===== src/rtl/iic_write_arbiter.sv =====
// ---------------------------------------------------------------------------
// iic_write_arbiter
//   Round-robin arbiter and sequencer in front of a single-transaction I2C
//   write engine. One client is granted at a time. Its operands are latched
//   and the engine is launched with a one-cycle start pulse. The block then
//   waits for the engine's done pulse, or for a timeout that also pulses an
//   engine reset. A fixed bus-free gap separates consecutive transactions.
//
// Ports
//   clk_i              system clock, rising edge
//   rst_i              synchronous active-high reset
//   req_i              per-client request level, held until ack/err
//   req_slave_addr_i   7 bits per client, client i at [7i+6:7i]
//   req_pointer_i      7 bits per client, client i at [7i+6:7i]
//   req_data_i         8 bits per client, client i at [8i+7:8i]
//   grant_o            one-hot client being served
//   ack_o / err_o      one-cycle completion / timeout pulse to granted client
//   busy_o             high whenever not in IDLE
//   eng_start_o        one-cycle engine launch pulse
//   eng_slave_addr_o, eng_pointer_o, eng_data_o
//                      latched operands, stable from launch to completion
//   eng_done_i         engine completion pulse
//   eng_rst_o          one-cycle engine reset pulse after a timeout
// ---------------------------------------------------------------------------
module iic_write_arbiter #(
  parameter int NUM_REQ        = 4,
  parameter int TIMEOUT_CYCLES = 4096,
  parameter int GAP_CYCLES     = 8
) (
  input  logic                   clk_i,
  input  logic                   rst_i,
  input  logic [NUM_REQ-1:0]     req_i,
  input  logic [7*NUM_REQ-1:0]   req_slave_addr_i,
  input  logic [7*NUM_REQ-1:0]   req_pointer_i,
  input  logic [8*NUM_REQ-1:0]   req_data_i,
  output logic [NUM_REQ-1:0]     grant_o,
  output logic [NUM_REQ-1:0]     ack_o,
  output logic [NUM_REQ-1:0]     err_o,
  output logic                   busy_o,
  output logic                   eng_start_o,
  output logic [6:0]             eng_slave_addr_o,
  output logic [6:0]             eng_pointer_o,
  output logic [7:0]             eng_data_o,
  input  logic                   eng_done_i,
  output logic                   eng_rst_o
);

  localparam int IDX_W = $clog2(NUM_REQ);
  localparam int TW    = $clog2(TIMEOUT_CYCLES + 1);
  localparam int GW    = $clog2(GAP_CYCLES + 1);

  localparam logic [1:0] S_IDLE   = 2'd0;
  localparam logic [1:0] S_LAUNCH = 2'd1;
  localparam logic [1:0] S_WAIT   = 2'd2;
  localparam logic [1:0] S_GAP    = 2'd3;

  logic [1:0]         state_q, state_d;
  logic [IDX_W-1:0]   last_q,  last_d;
  logic [TW-1:0]      timer_q, timer_d;
  logic [GW-1:0]      gap_q,   gap_d;
  logic [NUM_REQ-1:0] grant_q, grant_d;
  logic [NUM_REQ-1:0] ack_q,   ack_d;
  logic [NUM_REQ-1:0] err_q,   err_d;
  logic               busy_q,  busy_d;
  logic               start_q, start_d;
  logic               erst_q,  erst_d;
  logic [6:0]         addr_q,  addr_d;
  logic [6:0]         ptr_q,   ptr_d;
  logic [7:0]         data_q,  data_d;

  // Round-robin pick: first requester found scanning upward from last_q+1,
  // wrapping; last_q itself is examined last so a lone requester still wins.
  logic               sel_vld;
  logic [IDX_W-1:0]   sel_idx;

  always_comb begin
    sel_vld = 1'b0;
    sel_idx = '0;
    for (int k = 1; k <= NUM_REQ; k++) begin
      if (!sel_vld && req_i[(int'(last_q) + k) % NUM_REQ]) begin
        sel_vld = 1'b1;
        sel_idx = IDX_W'((int'(last_q) + k) % NUM_REQ);
      end
    end
  end

  always_comb begin
    state_d = state_q;
    last_d  = last_q;
    timer_d = timer_q;
    gap_d   = gap_q;
    grant_d = grant_q;
    ack_d   = '0;
    err_d   = '0;
    busy_d  = busy_q;
    start_d = 1'b0;
    erst_d  = 1'b0;
    addr_d  = addr_q;
    ptr_d   = ptr_q;
    data_d  = data_q;

    case (state_q)
      S_IDLE: begin
        if (sel_vld) begin
          last_d  = sel_idx;
          grant_d = NUM_REQ'(1) << sel_idx;
          addr_d  = req_slave_addr_i[7*int'(sel_idx) +: 7];
          ptr_d   = req_pointer_i[7*int'(sel_idx) +: 7];
          data_d  = req_data_i[8*int'(sel_idx) +: 8];
          start_d = 1'b1;
          busy_d  = 1'b1;
          state_d = S_LAUNCH;
        end
      end

      S_LAUNCH: begin
        timer_d = '0;
        state_d = S_WAIT;
      end

      S_WAIT: begin
        // done is checked first so it wins a same-cycle timeout
        if (eng_done_i) begin
          ack_d   = grant_q;
          grant_d = '0;
          gap_d   = '0;
          state_d = S_GAP;
        end else if (timer_q == TW'(TIMEOUT_CYCLES - 1)) begin
          err_d   = grant_q;
          erst_d  = 1'b1;
          grant_d = '0;
          gap_d   = '0;
          state_d = S_GAP;
        end else begin
          timer_d = timer_q + TW'(1);
        end
      end

      S_GAP: begin
        if (gap_q == GW'(GAP_CYCLES - 1)) begin
          gap_d   = '0;
          busy_d  = 1'b0;
          state_d = S_IDLE;
        end else begin
          gap_d = gap_q + GW'(1);
        end
      end

      default: begin
        state_d = S_IDLE;
        grant_d = '0;
        busy_d  = 1'b0;
      end
    endcase
  end

  always_ff @(posedge clk_i) begin
    if (rst_i) begin
      state_q <= S_IDLE;
      last_q  <= IDX_W'(NUM_REQ - 1);
      timer_q <= '0;
      gap_q   <= '0;
      grant_q <= '0;
      ack_q   <= '0;
      err_q   <= '0;
      busy_q  <= 1'b0;
      start_q <= 1'b0;
      erst_q  <= 1'b0;
      addr_q  <= '0;
      ptr_q   <= '0;
      data_q  <= '0;
    end else begin
      state_q <= state_d;
      last_q  <= last_d;
      timer_q <= timer_d;
      gap_q   <= gap_d;
      grant_q <= grant_d;
      ack_q   <= ack_d;
      err_q   <= err_d;
      busy_q  <= busy_d;
      start_q <= start_d;
      erst_q  <= erst_d;
      addr_q  <= addr_d;
      ptr_q   <= ptr_d;
      data_q  <= data_d;
    end
  end

  assign grant_o          = grant_q;
  assign ack_o            = ack_q;
  assign err_o            = err_q;
  assign busy_o           = busy_q;
  assign eng_start_o      = start_q;
  assign eng_rst_o        = erst_q;
  assign eng_slave_addr_o = addr_q;
  assign eng_pointer_o    = ptr_q;
  assign eng_data_o       = data_q;

endmodule


===== config.mk =====
export PLATFORM = sky130hd
export DESIGN_NAME = iic_write_arbiter
export DESIGN_NICKNAME = d
export VERILOG_FILES = /design/src/rtl/iic_write_arbiter.sv
export SDC_FILE = /design/constraint.sdc
export NUM_CORES = 1
export LEC_CHECK = 0
export CELL_PAD_IN_SITES_DETAIL_PLACEMENT = 1
export CELL_PAD_IN_SITES_GLOBAL_PLACEMENT = 1
export CORE_MARGIN = 5
export CORE_UTILIZATION = 31
export CTS_BUF_LIST = sky130_fd_sc_hd__clkbuf_4 sky130_fd_sc_hd__clkbuf_8 sky130_fd_sc_hd__clkbuf_16
export CTS_CLUSTER_DIAMETER = 60
export DETAILED_ROUTE_END_ITERATION = 10
export GPL_TIMING_DRIVEN = 0
export PLACE_DENSITY_LB_ADDON = 0.2
export SLEW_MARGIN = 20
export SYNTH_ARGS = -nofsm -noshare
export SYNTH_HDL_FRONTEND = slang
export SYNTH_SLANG_ARGS = --single-unit

===== constraint.sdc =====
create_clock -name clk_i -period 2.6 [get_ports clk_i]
set_clock_uncertainty 0.15 [all_clocks]
set_input_delay 0.52 -clock clk_i [delete_from_list [all_inputs] [get_ports clk_i]]
set_output_delay 0.52 -clock clk_i [all_outputs]
set_load 0.01 [all_outputs]

==> metrics.txt, run 1 <==
status=finished, final reports clean; startpoint types=input pin; endpoint of the worst hold path=timer_q[12]; maximum fanout along the worst path=10; number of library cell types mapped by synthesis=49; Clock transition at path regs=~0.07 ns; core outline area=about 0.0093 mm2; total area of multi-input combinational cells=0.00173 mm2; net count after synthesis=a little over 400; CTS tree=built; crit path from=req_i[1]; HP Start=timer_q[12]; drt first-iter violations=80; Cells after Synth=309; count of flip-flops with a built-in enable after synthesis=0; start of the worst register-to-register path=timer_q[0]; Hold Crit Depth=2; type of the setup path with the least slack=input pin to flop; # H-tree levels=3; Synthesis Warnings=0; timing-limited maximum frequency=approximately 400 MHz; pre-CTS setup slack=-0.339 ns; cts bufs inserted=9; Final WS setup=0.116 ns; share of layout cells above drive strength 1=between 7 and 8%; maximum number of pins on one net before global-route repair=11; Filler cells=1054; Yosys top cell by area=dfxtp_1; Critical Path RT=2.63 ns; die footprint=0.0117 mm2; Crit Reg-Reg Endpoint=gap_q[3]; signed area change from the synthesized netlist to the final layout=57.1%; dominant register cell in the synthesized netlist=dfxtp_1; root cell of the clock tree=clkbuf_8; transition at the pin with the smallest max-transition slack=0.742 ns; share of Yosys cell area claimed by the top area cell type=38.8%; flop-to-flop setup slack=0.23 ns; worst slew margin relative to its limit=49.9%; fin crit period=2.48 ns; Max VDD drop=0.315 mV; flip-flop and latch area=0.00116 mm2; gpl congestion=0.782; worst reg-to-reg path cell count=6; max-capacitance violation count=0; max-slew violation count=0; Post-Syn Area per Cell=9.67 um2; setup fix buffers added after clock tree synthesis=0; part of the power in the clock network=between 20% and 30%; Hold Fails Final Rpt=0; Arrival @ worst endpoint=2.52 ns; Pre-antenna DRT Iters=4; switching fraction of total power=between 30% and 40%; routed wire length per instance=17.1 um; via count=2907; final setup violating endpoints=0; initial standard-cell utilization of the core=between 30% and 40%; net switching component of the power=1.53 mW; standard-cell row count=35; ratio of final minimum period to clock period=95.6%; combinational share of power=48.1%; buffers added on ports=about 130; Top-Level Pins=132; sum of internal, switching and leakage power=around 4.1 mW; Max Root-Sink Buffers=2; fraction of the yosys area taken by sequential cells=between 30% and 40%; combined global-route utilization of all metal layers=16.6%; antenna violations before repair=0; category of the worst setup path capture point=flop; kind of path behind the tightest hold check=flop to flop; Routed Antenna Nets=0; number of global-route vias before repair=around 3.1k; LEAKAGE=1.86 nW; DIE HEIGHT=between 100 and 150 um; clock net sink count=58; Post-synth ARST share=0%; average vias per placed instance=4.98; antenna cells=0; fin cells=584; Detailed Route WL=9.99 mm; Die Span X=approximately 110 um; global-route wire length before repair=15.2 mm; number of flip-flops and latches in the synthesized netlist=58; number of design rule violations left after detail routing=0; CTS hold repair buffers=0; Reg power frac=30.5%; final HPWL from detailed placement=between 7 and 8 mm; cell types with the largest area share after synthesis=dfxtp_1, mux2i_1, a221oi_1; Inst Count DP=569; power density over the cells=882 mW/mm2; setup TNS after final layout=0 ns; setup repair after global routing missed its margin=false; Worst-Skew Late Latency=~0.33 ns; area of the mapped netlist=0.00299 mm2; total congestion overflow after global routing=0; internal power of the cells=2.61 mW; nets@finish=roughly 550
## synthesized netlist by cell type, drive strengths merged (3+ instances only)
cell type	instances
a221oi	22
nand3	7
nand2	14
o21bai	22
nor2b	4
xor2	4
nand4	3
ha	7
nand2b	8
xnor2	3
a21oi	11
or4	5
inv	5
and2	9
nor2	23
clkbuf	9
dfxtp	58
mux2i	45
buf	9
o21ai	7
nor3	5
## registers in the layout, indices dropped and copies added, names as in the netlist
register and count:
timer_q 13, ack_o 4, last_q 2, busy_o 1, eng_rst_o 1, grant_o 4
eng_start_o 1, eng_data_o 8, eng_pointer_o 7, err_o 4, state_q 2, gap_q 4
eng_slave_addr_o 7
## critical path: stages
cell	delay [ns]
clkdlybuf4s50_1	0.49
or2_2	0.35
a311oi_2	0.38
and2_1	0.18
clkbuf_1	0.22
clkbuf_4	0.27
a221oi_1	0.10
## how the worst max path moves through the flow
stage	end	slack [ns]	depth (start not counted)
floorplan	gap_q[3]	0.48	6
global placement	eng_slave_addr_o[6]	-0.31	7
detailed placement	eng_slave_addr_o[2]	-0.34	7
CTS	eng_slave_addr_o[2]	0.12	7
global route	eng_pointer_o[5]	0.01	7
finish	eng_slave_addr_o[3]	0.12	7
## placed cells by master (no fill, tap or decap), types with 3 or more instances in the layout
master | Yosys | final
nand2b_1 | 8 | 8
o21ai_0 | 6 | 6
clkbuf_8 | 0 | 12
nand3_1 | 7 | 7
nor2_1 | 23 | 23
ha_1 | 7 | 7
clkbuf_4 | 0 | 5
clkdlybuf4s50_1 | 0 | 131
xnor2_1 | 3 | 3
inv_1 | 5 | 5
nor3_1 | 5 | 5
and2_1 | 9 | 9
dfxtp_1 | 58 | 58
nand2_1 | 14 | 14
a221oi_1 | 22 | 22
xor2_1 | 4 | 4
o21bai_1 | 22 | 22
or4_1 | 5 | 5
mux2i_1 | 45 | 45
clkbuf_1 | 9 | 9
a21oi_1 | 11 | 11
nor2b_1 | 4 | 4
## through the flow
stage          instance area (um2)  utilization, %  hold slack [ns]
2_1_floorplan                 2990               -            0.262
3_3_place_gp                  4460            47.8            0.280
3_5_place_dp                  4460            47.8            0.290
4_1_cts                       4680            50.1            0.299
5_1_grt                       4690            50.3            0.320
6_report                      4690            50.3            0.295
## metal layers
metal,vias up,track usage (%),part of all wire (%)
met5,-,0,0
met4,0,7.03,2.1
met3,16,4.00,5.8
met2,79,29.0,51
met1,1375,19.5,41
li1,1437,-,-
## power groups by stage
stage | clock (mW) | combinational [mW] | sequential [mW]
finish | 0.886 | 1.99 | 1.27
global route | 0.947 | 2.16 | 1.30
CTS | 0.906 | 2.01 | 1.27
detailed placement | 0 | 1.98 | 1.29
global placement | 0 | 1.96 | 1.27
floorplan | 0 | 1.03 | 1.35
## timing repair
action / in CTS / in global routing
gates cloned: 0 / 0
pin swaps: 0 / 1
setup endpoints to repair: 9 / 9
resized for setup: 1 / 7
endpoints found under the hold margin: 0 / 0
## logic make-up after synthesis
kind of cell               synth area share (%)
AOI/OAI and AO/OA                          20.3
xor gates and xnor gates                   2.05
adders and majority gates                  2.93
buffers and inverters                      3.56
DFF                                        38.8
muxes                                      15.1
and+or+nand+nor                            17.2
## final cells by class
| cell class | instances | share of cell area [%] |
|---|---|---|
| tap | 129 | 3.44 |
| clock buffer | 13 | 3.68 |
| multi-input combinational | 228 | 36.9 |
| buffer | 18 | 2.13 |
| clock inverter | 2 | 0.746 |
| inverter | 5 | 0.400 |
| sequential | 58 | 24.7 |
| timing repair buffer | 131 | 27.9 |
Note: power is estimated with default switching activity, not from simulation.
==> inputs of run 2 (changes only) <==
Settings changed: MAX_ROUTING_LAYER from default to met4, REMOVE_ABC_BUFFERS from default to 1.
==> run 2 against run 1 <==
Net effect:
- final area down 0.35%
- utilization decreased by 0.17 points
- die area is the same
- critical path depth unchanged
- combinational power about the same
- critical endpoint unchanged
- largest cell class unchanged
- highest routed layer unchanged
==> metrics.txt, run 2 (same netlist as run 1, synthesis figures left out) <==
status=finished, final reports clean; clock net sink count=58; Top-Level Pins=about 130; worst slew margin relative to its limit=51.2%; combined global-route utilization of all metal layers=18.5%; largest incremental delay on the critical path=0.51 ns; Worst-Skew Late Latency=~0.35 ns; transition at the pin with the smallest max-transition slack=0.725 ns; type of the setup path with the least slack=input pin to flop; fin crit period=approximately 2.4 ns; total area of multi-input combinational cells=between 0.0015 and 0.002 mm2; startpoint types=input pin; buffers added on ports=131; Max VDD drop=0.354 mV; Filler cells=1074; max-slew violation count=0; Clock transition at path regs=~0.070 ns; CP bufs+invs=2; series of cell instances along the critical path=clkdlybuf4s50_1 -> nand2b_1 -> a21bo_2 -> and3_4 -> buf_12 -> mux2i_1 -> a221oi_1; flip-flop and latch area=0.00116 mm2; number of global-route vias before repair=3129; gpl congestion=0.731; CTS tree=built; initial standard-cell utilization of the core=32.0%; drt first-iter violations=88; sum of internal, switching and leakage power=4.21 mW; core outline area=0.00933 mm2; leading cell types in the layout, fill and taps excluded=clkdlybuf4s50_1, dfxtp_1, mux2i_1; antenna violations before repair=2; power density over the cells=901 mW/mm2; ratio of final minimum period to clock period=93.1%; number of design rule violations left after detail routing=0; average vias per placed instance=5.08; category of the worst setup path capture point=flop; slowest stage cell on the critical path=clkdlybuf4s50_1; via count=2906; most flop-heavy register=timer_q; Hold Fails Final Rpt=0; maximum number of pins on one net before global-route repair=42; most common cell after layout, fill and taps aside=clkdlybuf4s50_1; setup fix buffers added after clock tree synthesis=0; Top delay family on crit path=buffers and inverters; total congestion overflow after global routing=0; setup repair after global routing missed its margin=false; DIE HEIGHT=108 um; Critical Path RT=2.70 ns; routed wire length per instance=around 18 um; cts bufs inserted=9; die footprint=0.0117 mm2; LEAKAGE=1.83 nW; share of the core filled with cells=roughly half; timing-limited maximum frequency=413 MHz; final setup violating endpoints=0; nets@finish=approximately 540; root cell of the clock tree=clkbuf_8; Max Root-Sink Buffers=2; share of layout cells above drive strength 1=under 10%; global-route wire length before repair=16.3 mm; Arrival @ worst endpoint=2.52 ns; Detailed Route WL=10.5 mm; final HPWL from detailed placement=8.06 mm; max-capacitance violation count=0; maximum fanout along the worst path=26; standard-cell row count=35; Pre-antenna DRT Iters=4; signed area change from the synthesized netlist to the final layout=56.5%; kind of path behind the tightest hold check=flop to flop; Die Span X=108 um; Routed Antenna Nets=0; # H-tree levels=3; number of flip-flops in the largest register=13
==> run 2: cell count changes in the layout (fill, tap and decap cells not counted), moves of 2 or more <==
| cell | previous run | this run |
|---|---|---|
| clkbuf_4 | 5 | 0 |
| buf_4 | 2 | 0 |
| diode_2 | 0 | 2 |
| clkinvlp_4 | 0 | 2 |
| clkbuf_1 | 9 | 0 |
| clkbuf_8 | 12 | 9 |
| buf_8 | 0 | 2 |
==> run 2: stage by stage <==
stage               worst slack [ns]  cell area (um2)  cells  setup TNS [ns]  hold slack [ns]
finish                         0.180             4680    572               0            0.306
global route                  0.0125             4680    572               0            0.339
global placement               -1.60             4370    551          -44.98            0.283
CTS                           0.0100             4650    570               0            0.303
floorplan                     -0.426             2900    291           -9.92            0.262
detailed placement            -0.716             4430    554          -15.97            0.290
==> run 2: final cells by class <==
cell class | count | share of cell area (%)
Multi-Input combinational cell | 228 | 37.6
Timing Repair Buffer | 134 | 29.0
Sequential cell | 58 | 24.8
Tap cell | 129 | 3.45
Clock buffer | 9 | 2.65
Clock inverter | 7 | 2.01
Inverter | 5 | 0.401
Antenna cell | 2 | 0.107
==> run 2: path summary, 6_finish.rpt <==
check / start / endpoint / slack (ns) / cells past startpoint
worst max register to register: timer_q[0] / gap_q[3] / 0.20 / 6
worst min register to register: timer_q[12] / timer_q[12] / 0.31 / 2
worst max-delay path: req_i[3] / eng_slave_addr_o[3] / 0.18 / 7
worst min-delay path: timer_q[12] / timer_q[12] / 0.31 / 2
==> run 2: what timing repair did <==
action,4_1_cts,5_1_grt
pin swaps,0,1
setup endpoints to repair,23,21
hold buffers,0,0
resized for setup,2,5
==> run 2: per-layer routing <==
layer  wire, um  track usage [%]  vias up
li1           -                -     1413
met2       5400             32.7       77
met5          0                -        -
met3        490             4.00       19
met4        322             8.48        0
met1       4310             19.6     1397
==> run 2: report_power, final <==
| group | switching, mW | internal (mW) |
|---|---|---|
| registers | 0.138 | 1.12 |
| clock network | 0.400 | 0.537 |
| logic | 1.02 | 0.996 |
| total | 1.56 | 2.65 |
==> run 2: tightest hold or removal path: cells and delay by family, from the launching register on <==
family	cells	cell delay [ns]
flip-flops	1	0.33
buffers and inverters	1	0.05
AO/OA/AOI/OAI	1	0.03
==> inputs of run 3 (changes only) <==
Settings changed: SKIP_CTS_REPAIR_TIMING from default to 1.
==> run 3 against run 2 <==
Net effect:
- flip-flop and latch count unchanged
- sequential power barely moved
- global-route usage barely moved
- critical path depth decreased by 1
- hold slack worse by 0.0016 ns
- via count fell by 0.41%
- fmax about the same
- non-clock buffer count stayed put
- first-iteration DRC count down 2.3%
- critical endpoint unchanged
- register-to-register slack about the same
==> metrics.txt, run 3 (same netlist as run 1, synthesis figures left out) <==
status=finished, final reports clean; pre-CTS setup slack=-0.716 ns; Pre-antenna DRT Iters=4; WL met2=5.41 mm; max-capacitance violation count=0; nets@finish=538; Final WS setup=around 0.18 ns; initial standard-cell utilization of the core=between 30% and 40%; DIE HEIGHT=108 um; slowest stage cell on the critical path=clkdlybuf4s50_1; Routed Antenna Nets=0; core outline area=0.00933 mm2; buffers added on ports=about 130; internal power of the cells=2.65 mW; combinational share of power=47.9%; # H-tree levels=3; startpoint types=input pin; global-route wire length before repair=16.2 mm; series of cell instances along the critical path=clkdlybuf4s50_1 -> o21ai_0 -> and3_4 -> buf_12 -> mux2i_1 -> a221oi_1; fin crit period=~2.4 ns; maximum fanout along the worst path=26; clock net sink count=58; share of the core filled with cells=50.2%; worst reg-to-reg path cell count=6; Inst Count DP=554; gpl congestion=around 0.73; max-slew violation count=0; start of the worst register-to-register path=timer_q[0]; leading cell types in the layout, fill and taps excluded=clkdlybuf4s50_1, dfxtp_1, mux2i_1; Clock transition at path regs=about 0.07 ns; timing-limited maximum frequency=413 MHz; number of flip-flops in the largest register=13; maximum number of pins on one net before global-route repair=42; category of the worst setup path capture point=flop; Reg power frac=29.9%; endpoint of the worst hold path=timer_q[12]; combined global-route utilization of all metal layers=18.4%; Crit Reg-Reg Endpoint=gap_q[3]; Hold Fails Final Rpt=0; net switching component of the power=1.56 mW; via count=around 2.9k; Max VDD drop=0.352 mV; Hold Crit Depth=2; root cell of the clock tree=clkbuf_8; most common cell after layout, fill and taps aside=clkdlybuf4s50_1; highest metal layer used by the detailed router=met4; die footprint=0.0117 mm2; kind of path behind the tightest hold check=flop to flop; setup repair after global routing missed its margin=false; Max Root-Sink Buffers=2; average vias per placed instance=between 5 and 6; Worst-Skew Late Latency=~0.35 ns; number of design rule violations left after detail routing=0; routed wire length per instance=between 15 and 20 um; final HPWL from detailed placement=8.06 mm; setup TNS after final layout=0 ns; worst slew margin relative to its limit=roughly 50%; largest incremental delay on the critical path=0.50 ns; Critical Path RT=about 2.7 ns; ratio of final minimum period to clock period=93.1%; Die Span X=approximately 110 um; Detailed Route WL=10.5 mm; total met3 wirelength after detailed routing=530 um; number of global-route vias before repair=between 3k and 4k; power density over the cells=900 mW/mm2; type of the setup path with the least slack=input pin to flop; drt first-iter violations=between 80 and 90; CTS tree=built; cts bufs inserted=9; standard-cell row count=35; flop-to-flop setup slack=between 0.2 and 0.25 ns; worst hold-check slack=between 0.3 and 0.4 ns; share of layout cells above drive strength 1=between 8 and 9%; Arrival @ worst endpoint=2.52 ns; part of the power in the clock network=22.2%; final setup violating endpoints=0; fin cells=roughly 570; HP Start=timer_q[12]; signed area change from the synthesized netlist to the final layout=56.5%; Top-Level Pins=132; total congestion overflow after global routing=0; antenna violations before repair=2; Top delay family on crit path=buffers and inverters; LEAKAGE=1.83 nW; CP bufs+invs=2; most flop-heavy register=timer_q; switching fraction of total power=37.0%; Met1 Wirelength=roughly 4.2 mm; transition at the pin with the smallest max-transition slack=0.744 ns
run 3: cell counts in the layout (fill, tap and decap cells not counted):
Identical to the previous run, type by type.
run 3: worst max path at each step:
stage / from / to / cells past startpoint
final: req_i[3] / eng_slave_addr_o[3] / 6
after global routing: timer_q[0] / gap_q[3] / 6
after CTS: req_i[1] / eng_pointer_o[1] / 5
after detailed placement: req_i[1] / eng_pointer_o[1] / 5
after global placement: req_i[1] / eng_data_o[1] / 5
after floorplan: req_i[3] / eng_data_o[0] / 5
run 3: metal layers:
| layer | up-vias | track usage, % |
|---|---|---|
| li1 | 1413 | - |
| met1 | 1381 | 19.6 |
| met2 | 81 | 32.5 |
| met3 | 19 | 4.06 |
| met4 | 0 | 8.66 |
| met5 | - | - |
run 3: power by group through the flow:
| stage | Combinational (mW) | Sequential, mW | Clock [mW] |
|---|---|---|---|
| finish | 2.02 | 1.26 | 0.936 |
| global route | 2.19 | 1.29 | 1.00 |
| CTS | 2.04 | 1.26 | 0.960 |
| detailed placement | 2.03 | 1.28 | 0 |
| global placement | 1.93 | 1.26 | 0 |
| floorplan | 0.986 | 1.35 | 0 |
run 3: area by class of cell:
type,instances,area [um2]
well taps,129,161
flip-flops and latches,58,1160
clock buffers,9,124
multi-input cells,228,1760
clock inverters,7,93.8
fillers,1074,4650
repair buffers,134,1360
inverters,5,18.8
diodes,2,5.00
run 3: stage by stage:
stage	area, um2	power, mW
floorplan	2900	2.34
global placement	4370	3.19
detailed placement	4430	3.30
CTS	4650	4.26
global route	4680	4.48
finish	4680	4.21
run 3: worst min-delay path, cell delays in order, from the launching register on:
cell,delay [ns]
dfxtp_1,0.33
inv_1,0.05
a311oi_1,0.03
==> edit: new RTL, flow settings as in run 2 <==
Take the reset off `data_q` and load it in a clocked block of its own.
--- a/src/rtl/iic_write_arbiter.sv
+++ b/src/rtl/iic_write_arbiter.sv
@@ -168,7 +168,6 @@
       erst_q  <= 1'b0;
       addr_q  <= '0;
       ptr_q   <= '0;
-      data_q  <= '0;
     end else begin
       state_q <= state_d;
       last_q  <= last_d;
@@ -182,8 +181,11 @@
       erst_q  <= erst_d;
       addr_q  <= addr_d;
       ptr_q   <= ptr_d;
-      data_q  <= data_d;
     end
+  end
+
+  always_ff @(posedge clk_i) begin
+    data_q <= data_d;
   end
 
   assign grant_o          = grant_q;
Function: changed (a bounded check fails within 4 cycles, from zero or initial values and one cycle with rst_i high).
==> edit against run 2 <==
Register-to-register slack worse by 20 ps; worst setup slack lost 75 ps; critical path depth stayed put; cell area up 2.7%; synthesized area rose by 4.3%; via count grew 16%; sequential cell count is the same; combinational power decreased by 4%; sequential power rose by 3%; final cell count increased by 9.8%; wire length up 4.6%; power fell by 3.6%; largest power group unchanged.
==> edit: results <==
set metrics [dict create \
    status "finished, final reports clean" \
    synth_area_per_cell_sq_um 8.404 \
    dp_hpwl_mm 7.861 \
    drive_gt1_frac 0.07287 \
    p_int_mw 2.501 \
    max_slew_margin 0.5236 \
    detail_route.iter0.violations 179 \
    avgViaCountPerCell 5.350 \
    final-nonclk-buf-share 0.2865 \
    crit_fanout 24 \
    area_growth_pct 54.09 \
    synth.distinct_cells 53 \
    cp_data_arrival_time_ps 2570 \
    clkSlewWorstSetupHoldPaths_ps 70 \
    worst_path_max_delay_cell "or4_1" \
    multi_input_area_share 0.3721 \
    place_area_sq_um 4537 \
    gr-usage-all-layers 0.1816 \
    drt-total-wl_mm 11.00 \
    multi_input_gates 277 \
    nets 591 \
    grt_pass1_vias 3312 \
    max_stage_delay_ps 670 \
    fillerInstances 1144 \
    antenna_found_initial 0 \
    grt_max_degree 43 \
    antennaDiodeCount 1 \
    dp.cells 609 \
    synth_seq_area_share 0.3981 \
    p_leak_nw 1.718 \
    nClkBuffers 11 \
    cts_setup_buffers 1 \
    inverters 8 \
    ir_worst_vdd_mv 0.3847 \
    sh_seq_area 0.2583 \
    gp_congestion 0.8137 \
    final-clk-cell-share 0.04115 \
    fp.dieW_um 110.3 \
    ys_async_sr_fraction 0 \
    synthTopCellsByCount "50 x dfxtp_1, 37 x nand2_1, 30 x nor2_1, 21 x clkbuf_1, 21 x nand3_1" \
    dp_slack_ps -820.4 \
    synth_edf_count 8 \
    cts_resized 11 \
    via_count 3360 \
]
edit: changes by cell type in the layout (fill, tap and decap cells not counted), moves of 8 or more:
cell             run 2  this run
mux2i_1             45         0
a31oi_1              1        12
nand3b_1             0        16
edfxtp_1             0         8
dfxtp_1             58        50
a221oi_1            22        12
nand3_1              7        21
nor2_1              22        30
o21bai_1            22         0
and2_1               8        16
a311oi_1             1        13
nand2_1             14        36
edit: final timing paths:
check	from	end	slack (ps)	cells past startpoint
setup reg to reg	timer_q[0]$_SDFFE_PP0P_	state_q[1]$_SDFFE_PP0P_	180	6
hold / removal	busy_o$_SDFFE_PP0P_	busy_o$_SDFFE_PP0P_	330	2
setup / recovery	req_i[0]	eng_slave_addr_o[4]$_SDFFE_PP0P_	100	7
hold reg to reg	busy_o$_SDFFE_PP0P_	busy_o$_SDFFE_PP0P_	330	2
edit: kinds of logic (layout without fill, tap and decap cells):
group / Yosys count / after routing / share of synthesized area
simple gates: 161 / 161 / 0.2749
flops: 58 / 58 / 0.3981
compound gates: 103 / 104 / 0.2368
buf+inv: 37 / 159 / 0.04816
other cells: 0 / 1 / 0
xor+xnor: 5 / 5 / 0.01405
fa+ha+maj: 7 / 7 / 0.02809
edit: power groups by stage:
stage / registers (mW) / logic, mW / clock network, mW
floorplan: 1.39 / 0.884 / 0
global placement: 1.31 / 1.79 / 0
detailed placement: 1.32 / 1.89 / 0
CTS: 1.30 / 1.96 / 0.848
global route: 1.34 / 2.12 / 0.895
finish: 1.30 / 1.93 / 0.826
edit: metal layers:
metal  up-vias  track usage  wire [um]
li1       1630            -          -
met1      1617       0.2285       4928
met2       100       0.2864       5258
met3        13      0.04252        663
met4         0      0.06420        154
met5         -            -          0
edit: worst max-delay path, delay by kind of cell:
family	cells	cell delay, ps
simple gates	4	1130
compound gates	1	100
buf+inv	2	800
